===== src/rtl/main_mem_arbiter_if.sv =====
// Bus bundle between the two memory requesters, the arbiter and main memory.
// The arbiter connects through the slave modport; requesters and memory use the master modport.
interface main_mem_arbiter_if;
    localparam int unsigned DW = 16;

    // Requester 0 (core data port)
    logic          m0_req;
    logic          m0_we;
    logic [DW-1:0] m0_adr;
    logic [DW-1:0] m0_wdat;
    logic          m0_lock;
    logic          m0_gnt;
    logic          m0_rvalid;
    logic [DW-1:0] m0_rdat;

    // Requester 1 (DMA / loader)
    logic          m1_req;
    logic          m1_we;
    logic [DW-1:0] m1_adr;
    logic [DW-1:0] m1_wdat;
    logic          m1_lock;
    logic          m1_gnt;
    logic          m1_rvalid;
    logic [DW-1:0] m1_rdat;

    // Main memory side
    logic [DW-1:0] main_mem_read_adr;
    logic [DW-1:0] main_mem_dat;
    logic          main_mem_write;
    logic [DW-1:0] main_mem_write_adr;
    logic [DW-1:0] main_mem_write_dat;

    modport slave (
        input  m0_req, m0_we, m0_adr, m0_wdat, m0_lock,
        output m0_gnt, m0_rvalid, m0_rdat,
        input  m1_req, m1_we, m1_adr, m1_wdat, m1_lock,
        output m1_gnt, m1_rvalid, m1_rdat,
        output main_mem_read_adr, main_mem_write, main_mem_write_adr, main_mem_write_dat,
        input  main_mem_dat
    );

    modport master (
        output m0_req, m0_we, m0_adr, m0_wdat, m0_lock,
        input  m0_gnt, m0_rvalid, m0_rdat,
        output m1_req, m1_we, m1_adr, m1_wdat, m1_lock,
        input  m1_gnt, m1_rvalid, m1_rdat,
        input  main_mem_read_adr, main_mem_write, main_mem_write_adr, main_mem_write_dat,
        output main_mem_dat
    );
endinterface


===== src/rtl/main_mem_arbiter.sv =====
// Two-requester main-memory arbiter: one access per cycle, round-robin with a bounded
// burst lock, zero-latency grant and tagged one-cycle read-data return.
module main_mem_arbiter #(
    parameter int unsigned MAX_LOCK = 8
) (
    input  logic                  clk,
    input  logic                  reset,
    main_mem_arbiter_if.slave     bus
);
    localparam int unsigned DW    = 16;
    localparam int unsigned CNT_W = (MAX_LOCK < 1) ? 1 : $clog2(MAX_LOCK + 1);
    localparam logic [CNT_W-1:0] LOCK_MAX = CNT_W'(MAX_LOCK);

    logic             last_q,     last_d;
    logic             lock_own_q, lock_own_d;
    logic [CNT_W-1:0] lock_cnt_q, lock_cnt_d;
    logic             rd_pend_q,  rd_pend_d;
    logic             rd_tag_q,   rd_tag_d;

    logic          req0;
    logic          req1;
    logic          gnt_any;
    logic          win;
    logic          other_req;
    logic          win_we;
    logic          win_lock;
    logic [DW-1:0] win_adr;
    logic [DW-1:0] win_wdat;

    // Winner selection; requests are masked during reset so nothing is issued.
    always_comb begin
        req0    = bus.m0_req & ~reset;
        req1    = bus.m1_req & ~reset;
        gnt_any = req0 | req1;
        win     = 1'b0;
        if (req0 && req1) begin
            win = (lock_own_q && (lock_cnt_q < LOCK_MAX)) ? last_q : ~last_q;
        end else begin
            win = req1;
        end
        other_req = win ? req0 : req1;
        win_we    = win ? bus.m1_we   : bus.m0_we;
        win_lock  = win ? bus.m1_lock : bus.m0_lock;
        win_adr   = win ? bus.m1_adr  : bus.m0_adr;
        win_wdat  = win ? bus.m1_wdat : bus.m0_wdat;
    end

    // Next-state: lock counter only advances while the owner re-wins against a competitor.
    always_comb begin
        last_d     = last_q;
        lock_own_d = 1'b0;
        lock_cnt_d = '0;
        rd_pend_d  = 1'b0;
        rd_tag_d   = rd_tag_q;
        if (gnt_any) begin
            last_d     = win;
            lock_own_d = win_lock;
            if ((win == last_q) && lock_own_q && other_req) begin
                lock_cnt_d = (lock_cnt_q == LOCK_MAX) ? LOCK_MAX : lock_cnt_q + CNT_W'(1);
            end
            if (!win_we) begin
                rd_pend_d = 1'b1;
                rd_tag_d  = win;
            end
        end
    end

    // Issue and read-return outputs; every output collapses to 0 while reset is high.
    always_comb begin
        bus.m0_gnt             = gnt_any & ~win;
        bus.m1_gnt             = gnt_any & win;
        bus.main_mem_write     = gnt_any & win_we;
        bus.main_mem_read_adr  = gnt_any ? win_adr  : '0;
        bus.main_mem_write_adr = gnt_any ? win_adr  : '0;
        bus.main_mem_write_dat = gnt_any ? win_wdat : '0;
        bus.m0_rvalid          = rd_pend_q & ~rd_tag_q & ~reset;
        bus.m1_rvalid          = rd_pend_q &  rd_tag_q & ~reset;
        bus.m0_rdat            = (rd_pend_q & ~rd_tag_q & ~reset) ? bus.main_mem_dat : '0;
        bus.m1_rdat            = (rd_pend_q &  rd_tag_q & ~reset) ? bus.main_mem_dat : '0;
    end

    always_ff @(posedge clk) begin
        if (reset) begin
            last_q     <= 1'b1;
            lock_own_q <= 1'b0;
            lock_cnt_q <= '0;
            rd_pend_q  <= 1'b0;
            rd_tag_q   <= 1'b0;
        end else begin
            last_q     <= last_d;
            lock_own_q <= lock_own_d;
            lock_cnt_q <= lock_cnt_d;
            rd_pend_q  <= rd_pend_d;
            rd_tag_q   <= rd_tag_d;
        end
    end
endmodule


===== src/flat_wrapper.sv =====
// flat-port wrapper written by rule: the top's interface ports become plain ports
module main_mem_arbiter_flat 
#(
    parameter int unsigned MAX_LOCK = 8
)
  (clk, reset, bus_m0_req, bus_m0_we, bus_m0_adr, bus_m0_wdat, bus_m0_lock, bus_m0_gnt, bus_m0_rvalid, bus_m0_rdat, bus_m1_req, bus_m1_we, bus_m1_adr, bus_m1_wdat, bus_m1_lock, bus_m1_gnt, bus_m1_rvalid, bus_m1_rdat, bus_main_mem_read_adr, bus_main_mem_write, bus_main_mem_write_adr, bus_main_mem_write_dat, bus_main_mem_dat);
  main_mem_arbiter_if bus_i ();
  input  logic clk;
  input  logic reset;
  input wire logic [$bits(bus_i.m0_req)-1:0] bus_m0_req;
  input wire logic [$bits(bus_i.m0_we)-1:0] bus_m0_we;
  input wire logic [$bits(bus_i.m0_adr)-1:0] bus_m0_adr;
  input wire logic [$bits(bus_i.m0_wdat)-1:0] bus_m0_wdat;
  input wire logic [$bits(bus_i.m0_lock)-1:0] bus_m0_lock;
  output wire logic [$bits(bus_i.m0_gnt)-1:0] bus_m0_gnt;
  output wire logic [$bits(bus_i.m0_rvalid)-1:0] bus_m0_rvalid;
  output wire logic [$bits(bus_i.m0_rdat)-1:0] bus_m0_rdat;
  input wire logic [$bits(bus_i.m1_req)-1:0] bus_m1_req;
  input wire logic [$bits(bus_i.m1_we)-1:0] bus_m1_we;
  input wire logic [$bits(bus_i.m1_adr)-1:0] bus_m1_adr;
  input wire logic [$bits(bus_i.m1_wdat)-1:0] bus_m1_wdat;
  input wire logic [$bits(bus_i.m1_lock)-1:0] bus_m1_lock;
  output wire logic [$bits(bus_i.m1_gnt)-1:0] bus_m1_gnt;
  output wire logic [$bits(bus_i.m1_rvalid)-1:0] bus_m1_rvalid;
  output wire logic [$bits(bus_i.m1_rdat)-1:0] bus_m1_rdat;
  output wire logic [$bits(bus_i.main_mem_read_adr)-1:0] bus_main_mem_read_adr;
  output wire logic [$bits(bus_i.main_mem_write)-1:0] bus_main_mem_write;
  output wire logic [$bits(bus_i.main_mem_write_adr)-1:0] bus_main_mem_write_adr;
  output wire logic [$bits(bus_i.main_mem_write_dat)-1:0] bus_main_mem_write_dat;
  input wire logic [$bits(bus_i.main_mem_dat)-1:0] bus_main_mem_dat;
  assign bus_i.m0_req = bus_m0_req;
  assign bus_i.m0_we = bus_m0_we;
  assign bus_i.m0_adr = bus_m0_adr;
  assign bus_i.m0_wdat = bus_m0_wdat;
  assign bus_i.m0_lock = bus_m0_lock;
  assign bus_m0_gnt = bus_i.m0_gnt;
  assign bus_m0_rvalid = bus_i.m0_rvalid;
  assign bus_m0_rdat = bus_i.m0_rdat;
  assign bus_i.m1_req = bus_m1_req;
  assign bus_i.m1_we = bus_m1_we;
  assign bus_i.m1_adr = bus_m1_adr;
  assign bus_i.m1_wdat = bus_m1_wdat;
  assign bus_i.m1_lock = bus_m1_lock;
  assign bus_m1_gnt = bus_i.m1_gnt;
  assign bus_m1_rvalid = bus_i.m1_rvalid;
  assign bus_m1_rdat = bus_i.m1_rdat;
  assign bus_main_mem_read_adr = bus_i.main_mem_read_adr;
  assign bus_main_mem_write = bus_i.main_mem_write;
  assign bus_main_mem_write_adr = bus_i.main_mem_write_adr;
  assign bus_main_mem_write_dat = bus_i.main_mem_write_dat;
  assign bus_i.main_mem_dat = bus_main_mem_dat;
  main_mem_arbiter #(.MAX_LOCK(MAX_LOCK)) u_core (.clk(clk), .reset(reset), .bus(bus_i));
endmodule

===== config.mk =====
export PLATFORM = sky130hd
export DESIGN_NAME = main_mem_arbiter_flat
export DESIGN_NICKNAME = d
export VERILOG_FILES = /design/src/rtl/main_mem_arbiter_if.sv /design/src/rtl/main_mem_arbiter.sv /design/src/flat_wrapper.sv
export SDC_FILE = /design/constraint.sdc
export NUM_CORES = 1
export LEC_CHECK = 0
export BUFFER_PORTS_ARGS = -buffer_cell sky130_fd_sc_hd__buf_2
export CAP_MARGIN = 30
export CORE_AREA = 2 2 67 69
export DETAILED_ROUTE_END_ITERATION = 7
export DIE_AREA = 0 0 69 71
export PLACE_DENSITY = 0.77
export RECOVER_POWER = 25
export SLEW_MARGIN = 25
export SYNTH_ARGS = -nofsm -noshare
export SYNTH_HDL_FRONTEND = slang
export SYNTH_SLANG_ARGS = --single-unit

===== constraint.sdc =====
create_clock -name clk -period 4.2 [get_ports clk]
set_input_delay 1.05 -clock clk [delete_from_list [all_inputs] [get_ports clk]]
set_output_delay 1.05 -clock clk [all_outputs]
set_load 0.02 [all_outputs]

==> impl_results.md <==
- PostCTS Resize Cnt: 0
- Post-CTS setup buffers: 0
- DIE AREA: 0.00490 mm2
- Residual DRC count: 0
- Gr busiest metal: met2
- Vias in the first global route: 1497
- Crit path time final: 3.61 ns
- Worst slew pin tran: 0.486 ns
- Share of the synthesized area in the top cell type: 26.8%
- Syn Area/Cell: 8.36 um2
- Total GRT Usage: 15.8%
- DRT antenna net count: 0
- Grt met2 use: 30.4%
- Final hold viol count: 0
- Initial antenna violation count: 0
- Die Span X: 69 um
- TNS Setup: 0 ns
- Buffers added on ports: 172
- Sequential area share after synthesis: 14.0%
- TritonCTS Sinks: 8
- Fin. max-slew vios: 0
- GR Layer Usage met1: 18.0%
- Final net count: 381
- Rel. slew slack: 67.6%
- Number of library cell types mapped by synthesis: 27
- Most common cell in the netlist: a22o_1
- Final period util: around 86%
- Yosys reg bits: 8
- CP arrival: 2.56 ns
- Worst Hold Class: register to register
- First-pass GRT wire length: ~6600 um
- Main synth FF type: dfxtp_1
- Htree depth: 1
- Gate Count Post-Synth: 137
- Max VDD drop: 0.0000812 V
- Clock Latency Late Sink: 0.22 ns
- Root Buffer: clkbuf_8
- Largest net degree at the start of global routing: 37
- Final setup fails: 0
- Post-synth EDFFs: 0
- Overflow after GRT: 0
- Final wirelength: 4170 um
- P per Cell Area: between 150 and 200 mW/mm2
- Clock buffer depth: 2
- Cts hold-fix bufs: 0
- Commonest cells in the netlist: a22o_1 (35), and2_1 (34), buf_4 (16)
- CTS Buf Count: 3
- WL per Instance: 12.2 um
- CTS tree: done
- Synth area leaders: a22o_1 (27%), and2_1 (19%), dfxtp_1 (14%)
- Height of the chip: 71 um
- First drt pass iteration count: 4
- Ys Warns: 0
- Netlist Area Pre-Place: 0.00114 mm2
- Iteration-0 DRC Markers: 34
- Fmax: ~280 MHz
- Worst hold slack: 0.462 ns
- Core area: 0.00420 mm2
- RSZ-0062 raised after global routing: false
- Critical path class: primary input to output pin
- Pleak: 1.16 nW
- Worst-path clk slew: 0.04 ns
- Post-DP HPWL: approximately 3500 um
- Met3 usage: 3.56%
- Leading area contributor after synthesis: a22o_1
- CP Launch Type: primary input
- Asr flop ratio synth: 0%
- Fillers: 425
- CP endpoint kind: output pin
- Rows: 24
- IO Pins: approximately 170
- Initial Util: a little over a quarter
- Max cap viols: 0
- Ant diodes: 0
- Routed vias/inst: 4.62
- Status: complete, no violations
- GPL Wtd Cong: 0.828
- Syn Nets: 227
- Layout cells sized above 1: 59.2%
- Clock skew: 0.00243 ns
- Synth-to-Final Area Change: 67.2%
- Crit path required time: 3.15 ns
- Routed via count: around 1600
- Crit Path Max Fanout: 34
-- worst max-delay path: stages --
cell	delay, ns
clkbuf_1	0.11
and4b_1	0.22
a2111oi_4	0.39
buf_4	0.39
a22o_1	0.22
buf_2	0.18
-- worst paths after layout --
check | startpoint | end | slack (ns) | cells after the start
worst min-delay path | u_core.lock_cnt_q[0]$_SDFF_PP0_ | u_core.lock_cnt_q[0]$_SDFF_PP0_ | 0.46 | 1
worst max-delay path | bus_m1_req | bus_main_mem_write_adr[7] | 0.59 | 6
worst min register to register | u_core.lock_cnt_q[0]$_SDFF_PP0_ | u_core.lock_cnt_q[0]$_SDFF_PP0_ | 0.46 | 1
worst max register to register | u_core.lock_cnt_q[3]$_SDFF_PP0_ | u_core.lock_own_q$_SDFF_PP0_ | 2.51 | 4
-- where the power goes --
group | total [mW] | switching, mW | internal (mW)
Clock | 0.0905 | 0.0286 | 0.0620
Sequential | 0.0830 | 0.00319 | 0.0798
Combinational | 0.204 | 0.117 | 0.0868
Total | 0.377 | 0.149 | 0.229
-- metal layers --
| metal | part of all wire [%] | wire length (um) | vias up |
|---|---|---|---|
| met2 | 50 | 2070 | 112 |
| met1 | 39 | 1610 | 679 |
| met5 | 0 | 0 | - |
| met3 | 11 | 445 | 6 |
| met4 | 1.0 | 42 | 0 |
| li1 | - | - | 778 |
-- flip-flops by register name (all words and copies together) (netlist names) --
register and cells:
u_core.last_q 1, u_core.rd_tag_q 1, u_core.lock_cnt_q 4, u_core.rd_pend_q 1, u_core.lock_own_q 1
-- cells in the final DEF (no fill, tap or decap), types with 2 or more instances in the layout --
cell       netlist  routed
inv_1            7       7
buf_4           16       2
clkbuf_8         0       3
dfxtp_1          8       8
xnor2_1          2       2
nor2b_1          2       2
a22o_1          35      35
ha_1             2       2
nor3b_1          2       2
nor2_1           4       4
buf_2            1     162
and2_0           0       6
clkbuf_1         3      11
and2_1          34      28
a2111oi_4        2       2
o21ai_0          1       2
-- cell type report --
class	instances	area (um2)	share of cell area [%]
Timing Repair Buffer	175	867	45.3
Multi-Input combinational cell	95	751	39.2
Sequential cell	8	160	8.37
Tap cell	52	65.1	3.40
Clock buffer	3	41.3	2.16
Inverter	8	30.0	1.57
-- per-stage QoR --
stage                     worst slack, ns  cell area, um2  std cells  util (%)  total power, mW
after floorplan                     0.683            1140        137         -            0.222
after global placement              0.666            1890        338      44.9            0.288
after detailed placement            0.615            1890        338      44.9            0.290
after CTS                           0.616            1930        341      45.9            0.383
after global routing                0.481            1910        341      45.5            0.402
final                               0.590            1910        341      45.5            0.377
-- cells by family after synthesis --
family	Yosys count	synth area share, %
compound gates	42	34.3
xor+xnor	3	2.30
flops	8	14.0
fa+ha+maj	2	2.19
simple gates	48	26.8
buf+inv	34	20.4
No activity file was read; power rests on OpenSTA's default activity.
